$ cat config.mk
export PLATFORM = sky130hd
export DESIGN_NAME = uart_tx_scheduler
export DESIGN_NICKNAME = d
export VERILOG_FILES = /design/src/rtl/uart_pkg.sv /design/src/rtl/uart_rr_arbiter.sv /design/src/rtl/uart_tx_scheduler.sv
export SDC_FILE = /design/constraint.sdc
export NUM_CORES = 1
export LEC_CHECK = 0
export BUFFER_PORTS_ARGS = -buffer_cell sky130_fd_sc_hd__buf_2
export CAP_MARGIN = 0
export CORE_AREA = 4 4 77 79
export DETAILED_ROUTE_END_ITERATION = 10
export DIE_AREA = 0 0 81 83
export GPL_TIMING_DRIVEN = 0
export PLACE_DENSITY = 0.59
export SYNTH_ARGS = -nofsm -noshare
export SYNTH_HDL_FRONTEND = slang
export SYNTH_HIERARCHICAL = 1
export SYNTH_SLANG_ARGS = --single-unit
$ cat constraint.sdc
create_clock -name clk -period 3.5 [get_ports clk]
set_input_delay 0 -clock clk [delete_from_list [all_inputs] [get_ports clk]]
set_output_delay 0 -clock clk [all_outputs]
set_load 0.03 [all_outputs]
$ cat src/rtl/uart_pkg.sv
// uart_pkg: shared state encoding, line levels and sizing helper for the UART TX scheduler.
package uart_pkg;

   typedef enum logic [2:0] {
      IDLE,
      ARM,
      START,
      DATA,
      PARITY,
      STOP
   } tx_state_e;

   localparam logic IDLE_LEVEL  = 1'b1;
   localparam logic START_LEVEL = 1'b0;

   // Index width for n items, never narrower than one bit.
   function automatic int grant_w(input int n);
      return (n < 2) ? 1 : $clog2(n);
   endfunction

endpackage

$ cat src/rtl/uart_rr_arbiter.sv
// uart_rr_arbiter: combinational round-robin pick, searching upward from ptr_i+1 with wrap.
module uart_rr_arbiter
   import uart_pkg::*;
#(
   parameter int NUM_REQ = 4,
   parameter int IW      = grant_w(NUM_REQ)
) (
   input  logic [NUM_REQ-1:0] req_i,
   input  logic [IW-1:0]      ptr_i,
   input  logic               en_i,
   output logic [NUM_REQ-1:0] gnt_o,
   output logic [IW-1:0]      gnt_idx_o
);

   logic          found;
   logic [IW-1:0] cand;

   always_comb begin
      gnt_o     = '0;
      gnt_idx_o = '0;
      found     = 1'b0;
      cand      = '0;
      for (int k = 1; k <= NUM_REQ; k++) begin
         cand = IW'((int'(ptr_i) + k) % NUM_REQ);
         if (en_i && !found && req_i[cand]) begin
            found        = 1'b1;
            gnt_idx_o    = cand;
            gnt_o[cand]  = 1'b1;
         end
      end
   end

endmodule

$ cat src/rtl/uart_tx_scheduler.sv
// uart_tx_scheduler: round-robin shared UART transmitter framed on an external baud_tick.
// Optional macro UART_TX_PARITY_EN appends an even-parity bit after the data bits.
module uart_tx_scheduler
   import uart_pkg::*;
#(
   parameter int NUM_REQ   = 4,
   parameter int DATA_W    = 8,
   parameter int STOP_BITS = 1
) (
   input  logic                        clk,
   input  logic                        rst_n,
   input  logic                        baud_tick,
   input  logic [NUM_REQ-1:0]          req_valid,
   input  logic [NUM_REQ*DATA_W-1:0]   req_data,
   output logic [NUM_REQ-1:0]          req_ready,
   output logic                        tx,
   output logic                        busy,
   output logic [grant_w(NUM_REQ)-1:0] grant_id,
   output tx_state_e                   dbg_state_o
);

   localparam int GW = grant_w(NUM_REQ);
   localparam int CW = grant_w(DATA_W);

   tx_state_e          state_q, state_d;
   logic               tx_q, tx_d;
   logic               busy_q, busy_d;
   logic [GW-1:0]      grant_q, grant_d;
   logic [GW-1:0]      ptr_q, ptr_d;
   logic [DATA_W-1:0]  shift_q, shift_d;
   logic [CW-1:0]      bit_cnt_q, bit_cnt_d;
   logic               stop_cnt_q, stop_cnt_d;
   logic [NUM_REQ-1:0] gnt;
   logic [GW-1:0]      gnt_idx;
   logic [DATA_W-1:0]  req_byte;
   logic               arb_en;
`ifdef UART_TX_PARITY_EN
   logic               parity_q, parity_d;
`endif

   // Handshake: a byte transfers in the single cycle where req_valid[i] and req_ready[i]
   // are both high; req_ready is a one-cycle pulse, only in IDLE, and only outside reset.
   assign arb_en = (state_q == IDLE) && rst_n;

   uart_rr_arbiter #(.NUM_REQ(NUM_REQ)) u_arb (
      .req_i     (req_valid),
      .ptr_i     (ptr_q),
      .en_i      (arb_en),
      .gnt_o     (gnt),
      .gnt_idx_o (gnt_idx)
   );

   assign req_byte    = req_data[int'(gnt_idx)*DATA_W +: DATA_W];
   assign req_ready   = gnt;
   assign tx          = tx_q;
   assign busy        = busy_q;
   assign grant_id    = grant_q;
   assign dbg_state_o = state_q;

   always_comb begin
      state_d    = state_q;
      tx_d       = tx_q;
      busy_d     = busy_q;
      grant_d    = grant_q;
      ptr_d      = ptr_q;
      shift_d    = shift_q;
      bit_cnt_d  = bit_cnt_q;
      stop_cnt_d = stop_cnt_q;
`ifdef UART_TX_PARITY_EN
      parity_d   = parity_q;
`endif
      case (state_q)
         IDLE: begin
            if (|gnt) begin
               shift_d  = req_byte;
               grant_d  = gnt_idx;
               ptr_d    = gnt_idx;
               busy_d   = 1'b1;
               state_d  = ARM;
`ifdef UART_TX_PARITY_EN
               parity_d = ^req_byte;
`endif
            end
         end
         ARM: begin
            tx_d = IDLE_LEVEL;
            if (baud_tick) begin
               tx_d    = START_LEVEL;
               state_d = START;
            end
         end
         START: begin
            if (baud_tick) begin
               tx_d      = shift_q[0];
               shift_d   = shift_q >> 1;
               bit_cnt_d = '0;
               state_d   = DATA;
            end
         end
         DATA: begin
            if (baud_tick) begin
               if (bit_cnt_q == CW'(DATA_W - 1)) begin
`ifdef UART_TX_PARITY_EN
                  tx_d       = parity_q;
                  state_d    = PARITY;
`else
                  tx_d       = IDLE_LEVEL;
                  stop_cnt_d = 1'b0;
                  state_d    = STOP;
`endif
               end else begin
                  tx_d      = shift_q[0];
                  shift_d   = shift_q >> 1;
                  bit_cnt_d = bit_cnt_q + 1'b1;
               end
            end
         end
`ifdef UART_TX_PARITY_EN
         PARITY: begin
            if (baud_tick) begin
               tx_d       = IDLE_LEVEL;
               stop_cnt_d = 1'b0;
               state_d    = STOP;
            end
         end
`endif
         STOP: begin
            tx_d = IDLE_LEVEL;
            if (baud_tick) begin
               if (stop_cnt_q == 1'(STOP_BITS - 1)) begin
                  busy_d  = 1'b0;
                  state_d = IDLE;
               end else begin
                  stop_cnt_d = 1'b1;
               end
            end
         end
         default: state_d = IDLE;
      endcase
   end

   always_ff @(posedge clk or negedge rst_n) begin
      if (!rst_n) begin
         state_q    <= IDLE;
         tx_q       <= IDLE_LEVEL;
         busy_q     <= 1'b0;
         grant_q    <= '0;
         ptr_q      <= GW'(NUM_REQ - 1);
         shift_q    <= '0;
         bit_cnt_q  <= '0;
         stop_cnt_q <= 1'b0;
      end else begin
         state_q    <= state_d;
         tx_q       <= tx_d;
         busy_q     <= busy_d;
         grant_q    <= grant_d;
         ptr_q      <= ptr_d;
         shift_q    <= shift_d;
         bit_cnt_q  <= bit_cnt_d;
         stop_cnt_q <= stop_cnt_d;
      end
   end

`ifdef UART_TX_PARITY_EN
   always_ff @(posedge clk or negedge rst_n) begin
      if (!rst_n) parity_q <= 1'b0;
      else        parity_q <= parity_d;
   end
`endif

endmodule

== After elaboration in Yosys (flattened, before gate mapping) ==
Index checks and enable logic that the tools add are counted.
Word-level totals
  bits in registers: 21
  input port bits: 39
  output and inout bits: 11
  logic and storage cells: 125
Operators by class
  $add $sub $neg: 5
  order comparisons: 8
  eq/ne operators: 13
  shift operators: 1
  multiplexer cells: 58
  bitwise logic cells: 3
  reductions and logical operators: 29
Operators by type and width (count)
  2-to-1 mux 8 bit: 4
  indexed part select 32 x 6 -> 8 bit: 1
  2-to-1 mux 3 bit: 10
  one-hot mux 8 bit (3 select lines): 1
  2-to-1 mux 1 bit: 22
  2-to-1 mux 4 bit: 4
  one-hot mux 3 bit (5 select lines): 1
  != test 2 bit (second input constant): 7
  logical AND 1 bit: 12
  < comparator 2 x 3 -> 1 bit (second input constant): 4
  OR 4 bit: 3
  AND reduction 4 bit: 3
  binary-select mux 1 bit (select 2 bit): 4
  demux 1 bit (select 2 bit): 4
  >= comparator 2 x 1 -> 1 bit (second input constant): 4
  2-to-1 mux 2 bit: 4
  AND reduction 7 bit: 1
  == test 3 x 2 -> 1 bit (second input constant): 2
  == test 3 bit (second input constant): 2
  one-hot mux 3 bit (2 select lines): 1
  nonzero test 2 bit: 3
  AND reduction 5 bit: 1
  adder 2 x 1 -> 2 bit (second input constant): 2
  adder 2 bit (second input constant): 2
  12 further kinds: 15

== Longest topological paths before layout ==
Gate-level depths: netlist of run 1.
  depth after elaboration: 20
  mapped depth: 12
  gate-level depth less buffers: 10

== Hierarchy ==
The synthesis of run 1 kept the hierarchy.
By module, submodules not included
  uart_tx_scheduler: instances 1, cells an instance 130, area each 1325.0 µm², seq. area each 504.2 µm²
  uart_rr_arbiter: instances 1, cells an instance 48, area each 446.7 µm², seq. area each 0.0 µm²

== Worst setup path after synthesis of run 1 ==
Ideal clock, no wire load.
  kind: register to register
  from: reg ptr_q[0]
  to: reg grant_q[0] (netlist: grant_id[0])
  setup time: 128 ps
  data arrival time: 3131 ps
  data required time: 3372 ps
  setup slack: 242 ps
  cell stages (with the launch flop): 10
  buffers on the path: 1
  clock period less this slack: 3258 ps
  path through: dfstp_2 buf_6 inv_1 ha_1 mux4_2 and3_1 a221o_1 o41ai_4 nor2_1 mux2_1
On the way
  word-level cells in the longest chain between the ends: 19
  elaborated cells on any way between the ends: 58
  those cells by class: add/sub (4); order compare (8); mux (27); bitwise (3); reduce/logical (16)
Ends and longest elaborated chain
  from (decl): RTL line uart_tx_scheduler.sv:29  | logic [GW-1:0] ptr_q, ptr_d;
  from (signal assigned): RTL line uart_tx_scheduler.sv:148  | ptr_q <= GW'(NUM_REQ - 1);
  from (signal assigned): RTL line uart_tx_scheduler.sv:157  | ptr_q <= ptr_d;
  branches (longest 16 deep; another with < comparator 2 x 3 -> 1 bit)
  2-to-1 mux 4 bit *: RTL line uart_rr_arbiter.sv:25  | if (en_i && !found && req_i[cand]) begin
  via req_ready[1]: RTL line uart_tx_scheduler.sv:15  | output logic [NUM_REQ-1:0] req_ready,
  OR reduction 4 bit *: RTL line uart_tx_scheduler.sv:74  | if (|gnt) begin
  AND reduction 2 bit (no line) *
  to (signal assigned): RTL line uart_tx_scheduler.sv:156  | grant_q <= grant_d;
  to (decl): RTL line uart_tx_scheduler.sv:28  | logic [GW-1:0] grant_q, grant_d;
Mark *: on every way through the listed nets, which the timed path passes. The select of a mux whose other input is x is not followed.
A chain may end at the register's enable or synchronous reset.

== Worst setup path after layout of run 1 ==
  from: reg ptr_q[0]
  to: reg shift_q[5]
On the way
  word-level cells in the longest chain between the ends: 20
  elaborated cells on any way between the ends: 62
  those cells by class: add/sub (4); order compare (8); eq/ne (1); shift (1); mux (29); bitwise (3); reduce/logical (16)
Ends and longest elaborated chain
  adder 2 x 1 -> 2 bit: RTL line uart_rr_arbiter.sv:24  | cand = IW'((int'(ptr_i) + k) % NUM_REQ);
  binary-select mux 1 bit (select 2 bit): RTL line uart_rr_arbiter.sv:25
  2-to-1 mux 1 bit (not written as such): RTL line uart_rr_arbiter.sv:25
  logical AND 1 bit: RTL line uart_rr_arbiter.sv:25
  2-to-1 mux 1 bit: RTL line uart_rr_arbiter.sv:25
  logical NOT 1 bit: RTL line uart_rr_arbiter.sv:25
  logical AND 1 bit (2 in a row): RTL line uart_rr_arbiter.sv:25
  2-to-1 mux 1 bit: RTL line uart_rr_arbiter.sv:25
  logical NOT 1 bit: RTL line uart_rr_arbiter.sv:25
  logical AND 1 bit (2 in a row): RTL line uart_rr_arbiter.sv:25
  2-to-1 mux 1 bit: RTL line uart_rr_arbiter.sv:25
  logical NOT 1 bit: RTL line uart_rr_arbiter.sv:25
  logical AND 1 bit (2 in a row): RTL line uart_rr_arbiter.sv:25
  2-to-1 mux 2 bit or 2-to-1 mux 4 bit (tied branches): RTL line uart_rr_arbiter.sv:25
  indexed part select 32 x 6 -> 8 bit or OR reduction 4 bit (tied branches): RTL line uart_tx_scheduler.sv:53, uart_tx_scheduler.sv:74
  2-to-1 mux 8 bit or != test 2 x 1 -> 1 bit (tied branches)
  one-hot mux 8 bit (3 select lines) or AND reduction 5 bit (tied branches)
  to (signal assigned): RTL line uart_tx_scheduler.sv:158  | shift_q <= shift_d;
  to (decl): RTL line uart_tx_scheduler.sv:30  | logic [DATA_W-1:0] shift_q, shift_d;
Several ways; a longest one is shown, not always the timed one. The select of a mux whose other input is x is not followed.

==> impl_metrics.csv, run 1 <==
group,metric,value,unit
floorplanning,boundaryPins,50,
sta,max_slew_margin,0.525,
placed_design,io_buffer_count,49,
clock_tree,clock_insertion_delay_worst_skew,260,ps
routing,number_of_remaining_drc_errors,0,
clock_tree,numClockSinks,20,
sta,clock-skew-final,10.8,ps
routing,via_count,1568,
routing,routed_len_inst,14.0,µm
final_layout,multi_input_comb_area,1220,µm²
yosys,post_synthesis_net_count,226,
outcome,outcome,"complete, no violations",
sta,max_clock_freq,300,MHz
power,max-vdd-ir-drop,0.316,mV
floorplanning,floorplan.core_area,5340,µm²
yosys,netlist-cell-type-count,43,
yosys,syn_avg_cell_area,9.95,µm²
floorplanning,dieHeight,83,µm
sta,min_period_over_period,0.952,
floorplanning,design.die.area,6720,µm²
clock_tree,clock_edge_transition_at_the_registers_on_the_reported_setup_and_hold_paths,80,ps
final_layout,commonest_non_fill_non_tap_cell_in_the_layout,"sky130_fd_sc_hd__buf_2",
job,drv_cap,0,
final_layout,area_delta_synth_final,27.2,%
yosys,netlist_area,1770,µm²
power,power.total,1.30,mW
floorplanning,rows,27,
yosys,synthArstFlopShare,1.00,
worst_setup_path,worstPathArrival,3480,ps
grt,vias_in_the_first_global_route,1527,
yosys,synth_seq_area_share,0.285,
worst_setup_path,crit-reg2reg-launch,"ptr_q[0]",
clock_tree,h-tree-depth,1,
routing,wire_length_reported_by_the_detailed_router,4290,µm
final_layout,area.sequential,504,µm²
sta,min_period,3330,ps
yosys,synth_edf_count,0,
routing,detailedRoute.firstPassIterationCount,4,
clock_tree,clock_tree.buffer_depth,2,
placed_design,dpl_cells,299,
placed_design,routabilityCongestion,0.775,
min_path,min_from,"req_data[9]",
yosys,dominantRegCellSynth,"sky130_fd_sc_hd__dfrtp_1",
final_layout,final_layout_size_suffix_gt1_frac,0.432,
clock_tree,root_buffer_cell,"sky130_fd_sc_hd__clkbuf_8",
placed_design,detailed_place_hpwl,3240,µm
sta,final_max_slew_viol_count,0,
worst_setup_path,setup.worst_path.end_class,"flop",
grt,grt-ovfl-total,0,
routing,route.detailed.vias_per_inst,5.12,
routing,ant_nets,0,
routing,drt_iter0_markers,38,
clock_tree,numCtsBuffers,3,
worst_setup_path,cp_max_fo,10,
sta,final-hold-violation-count,0,
yosys,synthesis_stage_register_bit_count,20,
power,pwr_density_cell,577,nW/µm²
sta,rsz_0062_raised_after_global_routing,"no",
grt,largest_net_degree_at_the_start_of_global_routing,22,
sta,setup_viol,0,
yosys,postSynthCellCount,178,
grt,grt_pass1_wl,7180,µm
yosys,yosysWarningCount,6,
floorplanning,initial_utilization,0.332,
sta,tightestPinTransition,710,ps
floorplanning,die-width,81,µm
worst_setup_path,crit_start,"ptr_q[0]",
clock_tree,tritoncts_clock_tree,"built",
final_layout,layout_common_cells,"51 x sky130_fd_sc_hd__buf_2, 17 x sky130_fd_sc_hd__dfrtp_1, 13 x sky130_fd_sc_hd__nand2_1",
grt,initial_antenna_violation_count,0,
grt,globalRouteTotalUtil,0.128,
worst_setup_path,worst-setup-path-type,"flop to flop",
min_path,hold_class,"input pin to flop",
worst_setup_path,critPathLaunchType,"flop",
final_layout,final_core_util,0.422,
final_layout,fillCellCount,570,
final_layout,layout.cells.non_filler,306,
final_layout,finish.net_count,283,
worst_setup_path,cp_required,3650,ps
final_layout,num_antenna_cells,0,
power,leakage,1.00,nW
-- per-layer routing --
metal,track usage,share of wire,vias up
met1,0.183,0.48,750
met5,0,0,-
met4,0.0169,0,0
li1,-,-,781
met3,0.0152,0.047,0
met2,0.211,0.47,37
-- synthesized netlist by cell type (all sizes together), types with 3 or more instances --
library cell	instances	share of area
a21oi	5	0.020
dfstp	3	0.044
mux2i	10	0.056
a2111oi	7	0.049
mux4	5	0.064
nand3	3	0.0085
nand2	13	0.028
buf	8	0.036
a21boi	4	0.017
and3	9	0.035
nand3b	5	0.021
nor2	11	0.023
a221o	4	0.023
nor3	7	0.020
o21ai	9	0.025
nor2b	12	0.047
ha	9	0.064
inv	5	0.011
dfrtp	17	0.24
a22o	3	0.015
mux2	12	0.076
clkbuf	4	0.0085
-- power by group --
part | switching, mW | internal [mW] | total (mW)
Combinational | 0.356 | 0.328 | 0.684
Clock | 0.0804 | 0.153 | 0.233
Sequential | 0.0630 | 0.320 | 0.383
-- worst paths after layout --
path / endpoint / cells past startpoint / slack (ps)
worst max register to register: shift_q[5] / 12 / 170
max in group asynchronous: tx / 2 / 2910
worst min register to register: grant_id[0] / 1 / 510
min in group asynchronous: shift_q[5] / 2 / 220
worst min-delay path: shift_q[1] / 4 / 210
worst max-delay path: shift_q[5] / 12 / 170
-- per-stage QoR --
stage	TNS, ps	hold WS [ps]	cell area, µm²	setup WS (ps)
3_3_place_gp	-962	-15.9	2110	-163
2_1_floorplan	0	-296	1770	242
6_report	0	206	2250	168
3_5_place_dp	-993	-11.3	2110	-177
4_1_cts	0	201	2200	14.5
5_1_grt	0	208	2250	55.7
-- cell families (layout without fill, tap and decap cells) --
family / count (synthesis) / count (layout) / synth area share
flip-flops: 20 / 20 / 0.285
AND/OR/NAND/NOR: 64 / 64 / 0.199
multiplexers: 27 / 27 / 0.196
adder cells (fa/ha/maj): 9 / 9 / 0.0636
AO/OA/AOI/OAI: 41 / 41 / 0.201
buffers and inverters: 17 / 73 / 0.0551
-- flip-flops by register name (all words and copies together) (netlist names) --
name	flops
dbg_state_o	3
busy	1
grant_id	2
ptr_q	2
shift_q	8
tx	1
bit_cnt_q	3
-- final cells by class --
type | count | area share
multi-input combinational | 141 | 0.540
sequential | 20 | 0.224
timing repair buffer | 52 | 0.120
tap | 72 | 0.0400
buffer | 12 | 0.0366
clock buffer | 3 | 0.0183
clock inverter | 1 | 0.0133
inverter | 5 | 0.00833
-- worst max-delay path, cell delays in order (launching register included) --
cell and delay (ps):
sky130_fd_sc_hd__dfstp_2 600, sky130_fd_sc_hd__buf_6 180, sky130_fd_sc_hd__inv_1 120, sky130_fd_sc_hd__ha_4 310, sky130_fd_sc_hd__mux4_2 340, sky130_fd_sc_hd__buf_6 170
sky130_fd_sc_hd__nand3b_1 150, sky130_fd_sc_hd__a21boi_0 230, sky130_fd_sc_hd__a221o_1 200, sky130_fd_sc_hd__o41ai_4 90, sky130_fd_sc_hd__buf_4 170, sky130_fd_sc_hd__a21oi_4 280
sky130_fd_sc_hd__mux2_2 380
-- what timing repair did --
action / 4_1_cts / 5_1_grt
hold buffers: 1 / 0
setup endpoints to repair: 8 / 11
setup buffers: 0 / 2
hold endpoints to repair: 17 / 0
resized for setup: 3 / 9
pin swaps: 0 / 3
Note: power is estimated with default switching activity, not from simulation.
==> run 2: changes to the inputs <==
- CORE_AREA: 4 4 77 79 -> 4 4 90 92
- DIE_AREA: 0 0 81 83 -> 0 0 94 96
- PLACE_DENSITY: 0.59 -> 0.46
==> impl_metrics.csv, run 2 (synthesized netlist as in run 1, its figures left out) <==
group,metric,value,unit
final_layout,area_delta_synth_final,30.3,%
clock_tree,h-tree-depth,1,
clock_tree,numCtsBuffers,3,
grt,grt-ovfl-total,0,
power,power.share.clock,0.179,
floorplanning,initial_utilization,0.246,
sta,max_clock_freq,303,MHz
power,switching_power,0.502,mW
worst_setup_path,worstPathArrival,3450,ps
worst_setup_path,setup.worst_path.end_class,"flop",
placed_design,detailed_place_hpwl,3440,µm
sta,final_critical_path_setup_slack,201,ps
sta,clock-skew-final,10.8,ps
floorplanning,dieHeight,96,µm
sta,final_max_slew_viol_count,0,
worst_setup_path,cp_max_fo,10,
grt,initial_antenna_violation_count,0,
power,power.share.combinational,0.530,
clock_tree,tritoncts_clock_tree,"built",
grt,largest_net_degree_at_the_start_of_global_routing,18,
sta,totalNegativeSetupSlack,0,ps
floorplanning,boundaryPins,50,
sta,max_slew_margin,0.444,
routing,route.detailed.vias_per_inst,4.68,
final_layout,largest-register,"shift_q",
final_layout,layout.cells.non_filler,336,
grt,grt_pass1_wl,7320,µm
clock_tree,clock_edge_transition_at_the_registers_on_the_reported_setup_and_hold_paths,80,ps
floorplanning,rows,31,
routing,ant_nets,0,
sta,tightestPinTransition,832,ps
min_path,hold_class,"input pin to flop",
routing,routed_len_inst,13.6,µm
clock_tree,numClockSinks,20,
final_layout,finish.net_count,286,
final_layout,layout_common_cells,"51 x sky130_fd_sc_hd__buf_2, 17 x sky130_fd_sc_hd__dfrtp_1, 13 x sky130_fd_sc_hd__nand2_1",
clock_tree,root_buffer_cell,"sky130_fd_sc_hd__clkbuf_8",
grt,globalRouteTotalUtil,0.101,
grt,vias_in_the_first_global_route,1533,
power,power.internal,0.802,mW
worst_setup_path,critPathLaunchType,"flop",
job,drv_cap,0,
final_layout,largest_register_ff_count,8,
routing,via_count,1572,
power,seq_power_share,0.291,
clock_tree,clock_insertion_delay_worst_skew,260,ps
floorplanning,design.die.area,9020,µm²
worst_setup_path,reg2reg_slack,200,ps
sta,whs,203,ps
sta,setup_viol,0,
final_layout,final_layout_size_suffix_gt1_frac,0.430,
power,leakage,1.02,nW
placed_design,pre_cts_ws,-151,ps
routing,wire_length_reported_by_the_detailed_router,4580,µm
outcome,outcome,"complete, no violations",
placed_design,io_buffer_count,49,
routing,drt_iter0_markers,55,
placed_design,routabilityCongestion,0.784,
sta,final-hold-violation-count,0,
sta,min_period_over_period,0.943,
worst_setup_path,cp_required,3650,ps
power,p_sw_frac,0.385,
placed_design,dpl_cells,326,
sta,min_period,3300,ps
floorplanning,die-width,94,µm
clock_tree,clock_tree.buffer_depth,2,
sta,rsz_0062_raised_after_global_routing,"no",
routing,detailedRoute.firstPassIterationCount,4,
routing,number_of_remaining_drc_errors,0,
final_layout,commonest_non_fill_non_tap_cell_in_the_layout,"sky130_fd_sc_hd__buf_2",
worst_setup_path,worst-setup-path-type,"flop to flop",
floorplanning,floorplan.core_area,7210,µm²
power,max-vdd-ir-drop,0.188,mV
power,pwr_density_cell,565,nW/µm²
final_layout,num_antenna_cells,0,
[run 2: final timing paths]
check,startpoint,cells after the start,end
setup / recovery,ptr_q[0],11,shift_q[6]
hold / removal,req_data[13],4,shift_q[5]
setup reg to reg,ptr_q[0],11,shift_q[6]
hold reg to reg,grant_id[0],1,grant_id[0]
max in group asynchronous,rst_n,3,bit_cnt_q[2]
min in group asynchronous,rst_n,2,ptr_q[1]
[run 2: metal layers]
| metal | vias to the layer above | global-route usage | share of wire |
|---|---|---|---|
| li1 | 787 | - | - |
| met1 | 749 | 0.134 | 0.47 |
| met2 | 32 | 0.176 | 0.48 |
| met3 | 4 | 0.0141 | 0.038 |
| met4 | 0 | 0.0181 | 0.0070 |
| met5 | - | 0 | 0 |
[run 2: area by class of cell]
| type | instances | area (µm²) |
|---|---|---|
| multi-input cells | 141 | 1210 |
| clock inverters | 1 | 30.0 |
| repair buffers | 55 | 295 |
| well taps | 99 | 124 |
| flip-flops and latches | 20 | 504 |
| clock buffers | 3 | 41.3 |
| fillers | 784 | 4910 |
| plain buffers | 12 | 82.6 |
| inverters | 5 | 18.8 |
[run 2: power groups by stage]
| stage | registers, mW | clock network, mW | logic, mW |
|---|---|---|---|
| floorplan | 0.414 | 0 | 0.468 |
| global placement | 0.383 | 0 | 0.658 |
| detailed placement | 0.385 | 0 | 0.660 |
| CTS | 0.381 | 0.237 | 0.667 |
| global route | 0.392 | 0.244 | 0.765 |
| finish | 0.379 | 0.233 | 0.691 |
[run 2: worst max-delay path, cell delays in order (launching register included)]
cell and delay [ps]:
sky130_fd_sc_hd__dfstp_2 590, sky130_fd_sc_hd__buf_6 170, sky130_fd_sc_hd__inv_1 120, sky130_fd_sc_hd__ha_4 310, sky130_fd_sc_hd__mux4_2 340, sky130_fd_sc_hd__buf_6 160, sky130_fd_sc_hd__o31ai_1 370, sky130_fd_sc_hd__a21oi_4 110
sky130_fd_sc_hd__clkbuf_4 240, sky130_fd_sc_hd__a2111oi_1 430, sky130_fd_sc_hd__a211oi_1 80, sky130_fd_sc_hd__mux2_2 270
[run 2: metrics by stage]
stage	instance area, µm²	total power, mW	util
CTS	2240	1.29	0.310
global placement	2140	1.04	0.297
global route	2310	1.40	0.320
floorplan	1770	0.882	-
detailed placement	2140	1.04	0.297
finish	2310	1.30	0.320
[run 2: what timing repair did]
item	CTS	global route
endpoints found under the hold margin	17	0
hold buffers	2	0
gates cloned	0	0
endpoints found under the setup margin	8	9
gates resized for setup	2	9
pin swaps	0	2
setup buffers	0	4
==> run 3: changes to the inputs <==
--- a/config.mk
+++ b/config.mk
@@ -9,5 +9,5 @@
 export CAP_MARGIN = 0
-export CORE_AREA = 4 4 90 92
+export CORE_AREA = 4 4 93 95
 export DETAILED_ROUTE_END_ITERATION = 10
-export DIE_AREA = 0 0 94 96
+export DIE_AREA = 0 0 97 99
 export GPL_TIMING_DRIVEN = 0
@@ -16,3 +16,2 @@
 export SYNTH_HDL_FRONTEND = slang
-export SYNTH_HIERARCHICAL = 1
 export SYNTH_SLANG_ARGS = --single-unit
--- a/constraint.sdc
+++ b/constraint.sdc
@@ -3,2 +3,2 @@
 set_output_delay 0 -clock clk [all_outputs]
-set_load 0.03 [all_outputs]
+set_load 0.02 [all_outputs]
==> impl_metrics.csv, run 3 <==
group,metric,value,unit
worst_setup_path,crit-reg2reg-launch,"ptr_q[0]",
floorplanning,rows,32,
clock_tree,root_buffer_cell,"sky130_fd_sc_hd__clkbuf_8",
sta,final-hold-violation-count,0,
grt,grt_pass1_wl,8400,µm
clock_tree,clock_insertion_delay_worst_skew,260,ps
final_layout,commonest_non_fill_non_tap_cell_in_the_layout,"sky130_fd_sc_hd__buf_2",
worst_setup_path,timing.reg2reg.worst_path_depth,13,
clock_tree,h-tree-depth,1,
floorplanning,die-width,97,µm
sta,totalNegativeSetupSlack,0,ps
yosys,synth_seq_area_share,0.265,
sta,min_period_over_period,0.961,
floorplanning,dieHeight,99,µm
grt,globalRouteTotalUtil,0.103,
yosys,netlist-cell-type-count,46,
final_layout,area.sequential,504,µm²
grt,initial_antenna_violation_count,0,
worst_setup_path,cp_required,3650,ps
clock_tree,numClockSinks,20,
worst_setup_path,setup.worst_path.end_class,"flop",
worst_setup_path,r2r_end,"shift_q[2]",
clock_tree,tritoncts_clock_tree,"built",
floorplanning,design.die.area,9600,µm²
placed_design,detailed_place_hpwl,3680,µm
sta,final_critical_path_setup_slack,138,ps
routing,ant_nets,0,
power,max-vdd-ir-drop,0.214,mV
yosys,netlist_top_cells_count,"24 x sky130_fd_sc_hd__nand2_1, 23 x sky130_fd_sc_hd__mux2i_1, 17 x sky130_fd_sc_hd__dfrtp_1, 10 x sky130_fd_sc_hd__ha_1",
min_path,worst_hold_path.endpoint,"busy",
routing,wire_length_reported_by_the_detailed_router,4930,µm
worst_setup_path,worstPathArrival,3510,ps
min_path,min_from,"baud_tick",
grt,vias_in_the_first_global_route,1637,
worst_setup_path,critPathLaunchType,"flop",
sta,tightestPinTransition,573,ps
placed_design,pre_cts_ws,-485,ps
grt,largest_net_degree_at_the_start_of_global_routing,23,
placed_design,io_buffer_count,47,
final_layout,area_delta_synth_final,28.1,%
yosys,netlist_area,1900,µm²
worst_setup_path,worst-setup-path-type,"flop to flop",
final_layout,fillCellCount,827,
sta,rsz_0062_raised_after_global_routing,"no",
yosys,synth_top_area_cell,"sky130_fd_sc_hd__dfrtp_1",
routing,drt_iter0_markers,112,
sta,clock-skew-final,5.54,ps
final_layout,layout_common_cells,"50 x sky130_fd_sc_hd__buf_2, 24 x sky130_fd_sc_hd__nand2_1, 22 x sky130_fd_sc_hd__mux2i_1",
worst_setup_path,reg2reg_slack,140,ps
yosys,ys_top_cells_by_area,"sky130_fd_sc_hd__dfrtp_1 22%, sky130_fd_sc_hd__mux2i_1 12%, sky130_fd_sc_hd__ha_1 6.6%, sky130_fd_sc_hd__mux2_4 4.7%, sky130_fd_sc_hd__nand2_1 4.7%",
yosys,yosysWarningCount,0,
yosys,synthArstFlopShare,1.00,
floorplanning,boundaryPins,50,
sta,final_max_slew_viol_count,0,
clock_tree,numCtsBuffers,3,
yosys,yosys.area.top_type_share,0.224,
power,leakage,1.18,nW
routing,routed_len_inst,13.7,µm
worst_setup_path,cp_max_fo,11,
min_path,hold_class,"input pin to flop",
routing,route.detailed.vias_per_inst,4.61,
job,drv_cap,0,
final_layout,multi_input_comb_area,1300,µm²
clock_tree,clock_tree.buffer_depth,2,
routing,via_count,1659,
routing,detailedRoute.firstPassIterationCount,4,
grt,grt-ovfl-total,0,
yosys,synth.most_common_cell,"sky130_fd_sc_hd__nand2_1",
yosys,synthesis_stage_register_bit_count,20,
min_path,min_path_cells,3,
yosys,dominantRegCellSynth,"sky130_fd_sc_hd__dfrtp_1",
outcome,outcome,"complete, no violations",
clock_tree,clock_edge_transition_at_the_registers_on_the_reported_setup_and_hold_paths,80,ps
sta,max_slew_margin,0.617,
final_layout,num_antenna_cells,0,
final_layout,largest-register,"shift_q",
yosys,synth_edf_count,0,
sta,setup_viol,0,
power,pwr_density_cell,653,nW/µm²
yosys,postSynthCellCount,200,
routing,number_of_remaining_drc_errors,0,
yosys,syn_avg_cell_area,9.50,µm²
floorplanning,floorplan.core_area,7730,µm²
final_layout,finish.net_count,308,
final_layout,final_layout_size_suffix_gt1_frac,0.380,
yosys,post_synthesis_net_count,249,
sta,min_period,3360,ps
sta,max_clock_freq,297,MHz
final_layout,largest_register_ff_count,8,
placed_design,routabilityCongestion,0.803,
floorplanning,initial_utilization,0.246,
-- run 3: cell count changes after synthesis, moves of 5 or more --
cell,previous run,this run
sky130_fd_sc_hd__mux2_1,1,7
sky130_fd_sc_hd__nand3b_1,5,0
sky130_fd_sc_hd__and3_1,8,0
sky130_fd_sc_hd__nand2_1,13,24
sky130_fd_sc_hd__mux2_4,0,6
sky130_fd_sc_hd__nand4_1,0,6
sky130_fd_sc_hd__nor2b_1,11,3
sky130_fd_sc_hd__mux2_2,11,6
sky130_fd_sc_hd__nor3_1,7,1
sky130_fd_sc_hd__mux2i_1,10,23
sky130_fd_sc_hd__o21ai_1,0,6
sky130_fd_sc_hd__nor2_1,11,6
-- run 3: how the worst max path moves through the flow --
stage / slack (ps) / to / start
floorplan: 80 / shift_q[1] / ptr_q[0]
global placement: -500 / shift_q[0] / ptr_q[0]
detailed placement: -490 / shift_q[0] / ptr_q[0]
CTS: 4 / shift_q[2] / ptr_q[1]
global route: 30 / shift_q[6] / ptr_q[0]
finish: 140 / shift_q[2] / ptr_q[0]
-- run 3: cell type report --
class	instances	share of cell area
Timing Repair Buffer	55	0.124
Tap cell	102	0.0525
Sequential cell	20	0.207
Buffer	15	0.0386
Multi-Input combinational cell	156	0.534
Inverter	8	0.0144
Clock inverter	1	0.0123
Clock buffer	3	0.0170
-- run 3: power breakdown --
| group | internal (mW) | total (mW) | switching (mW) |
|---|---|---|---|
| Combinational | 0.426 | 0.943 | 0.517 |
| Sequential | 0.340 | 0.410 | 0.0699 |
| Clock | 0.153 | 0.236 | 0.0832 |
-- run 3: cell families (layout without fill, tap and decap cells) --
| group | after synthesis | count (layout) | synth area share |
|---|---|---|---|
| simple gates | 56 | 56 | 0.163 |
| compound gates | 45 | 45 | 0.163 |
| mux | 45 | 45 | 0.281 |
| buf+inv | 24 | 82 | 0.0619 |
| flops | 20 | 20 | 0.265 |
| fa+ha+maj | 10 | 10 | 0.0659 |
-- run 3: layer usage --
layer / up-vias / GRT usage / part of all wire
met5: - / 0 / 0
li1: 856 / - / -
met2: 51 / 0.161 / 0.44
met4: 0 / 0.00324 / 0.00081
met1: 750 / 0.152 / 0.51
met3: 2 / 0.0241 / 0.048
-- run 3: what timing repair did --
item                                    4_1_cts  5_1_grt
hold endpoints to repair                     17        0
buffers inserted                              2        4
pin swaps                                     2        0
gates cloned                                  0        1
resized for setup                             4        9
endpoints found under the setup margin       12        9
hold buffers                                  1        0
-- run 3: metrics by stage --
step	power (mW)	instances	util	hold WS [ps]	instance area, µm²
global route	1.74	360	0.315	119	2430
CTS	1.55	355	0.307	113	2370
floorplan	1.06	200	-	-296	1900
global placement	1.27	349	0.293	-5.80	2260
detailed placement	1.28	349	0.293	-0.638	2260
finish	1.59	360	0.315	119	2430
-- run 3: critical path, stage by stage (launching register included) --
cell and delay [ps]:
sky130_fd_sc_hd__dfstp_2 540, sky130_fd_sc_hd__buf_6 130, sky130_fd_sc_hd__clkinv_4 100, sky130_fd_sc_hd__ha_1 310, sky130_fd_sc_hd__buf_6 140, sky130_fd_sc_hd__mux4_2 330
sky130_fd_sc_hd__or3_1 350, sky130_fd_sc_hd__buf_2 180, sky130_fd_sc_hd__nor4_2 290, sky130_fd_sc_hd__a31oi_2 110, sky130_fd_sc_hd__buf_6 210, sky130_fd_sc_hd__mux2_4 200
sky130_fd_sc_hd__o21ai_1 50, sky130_fd_sc_hd__mux2_1 290
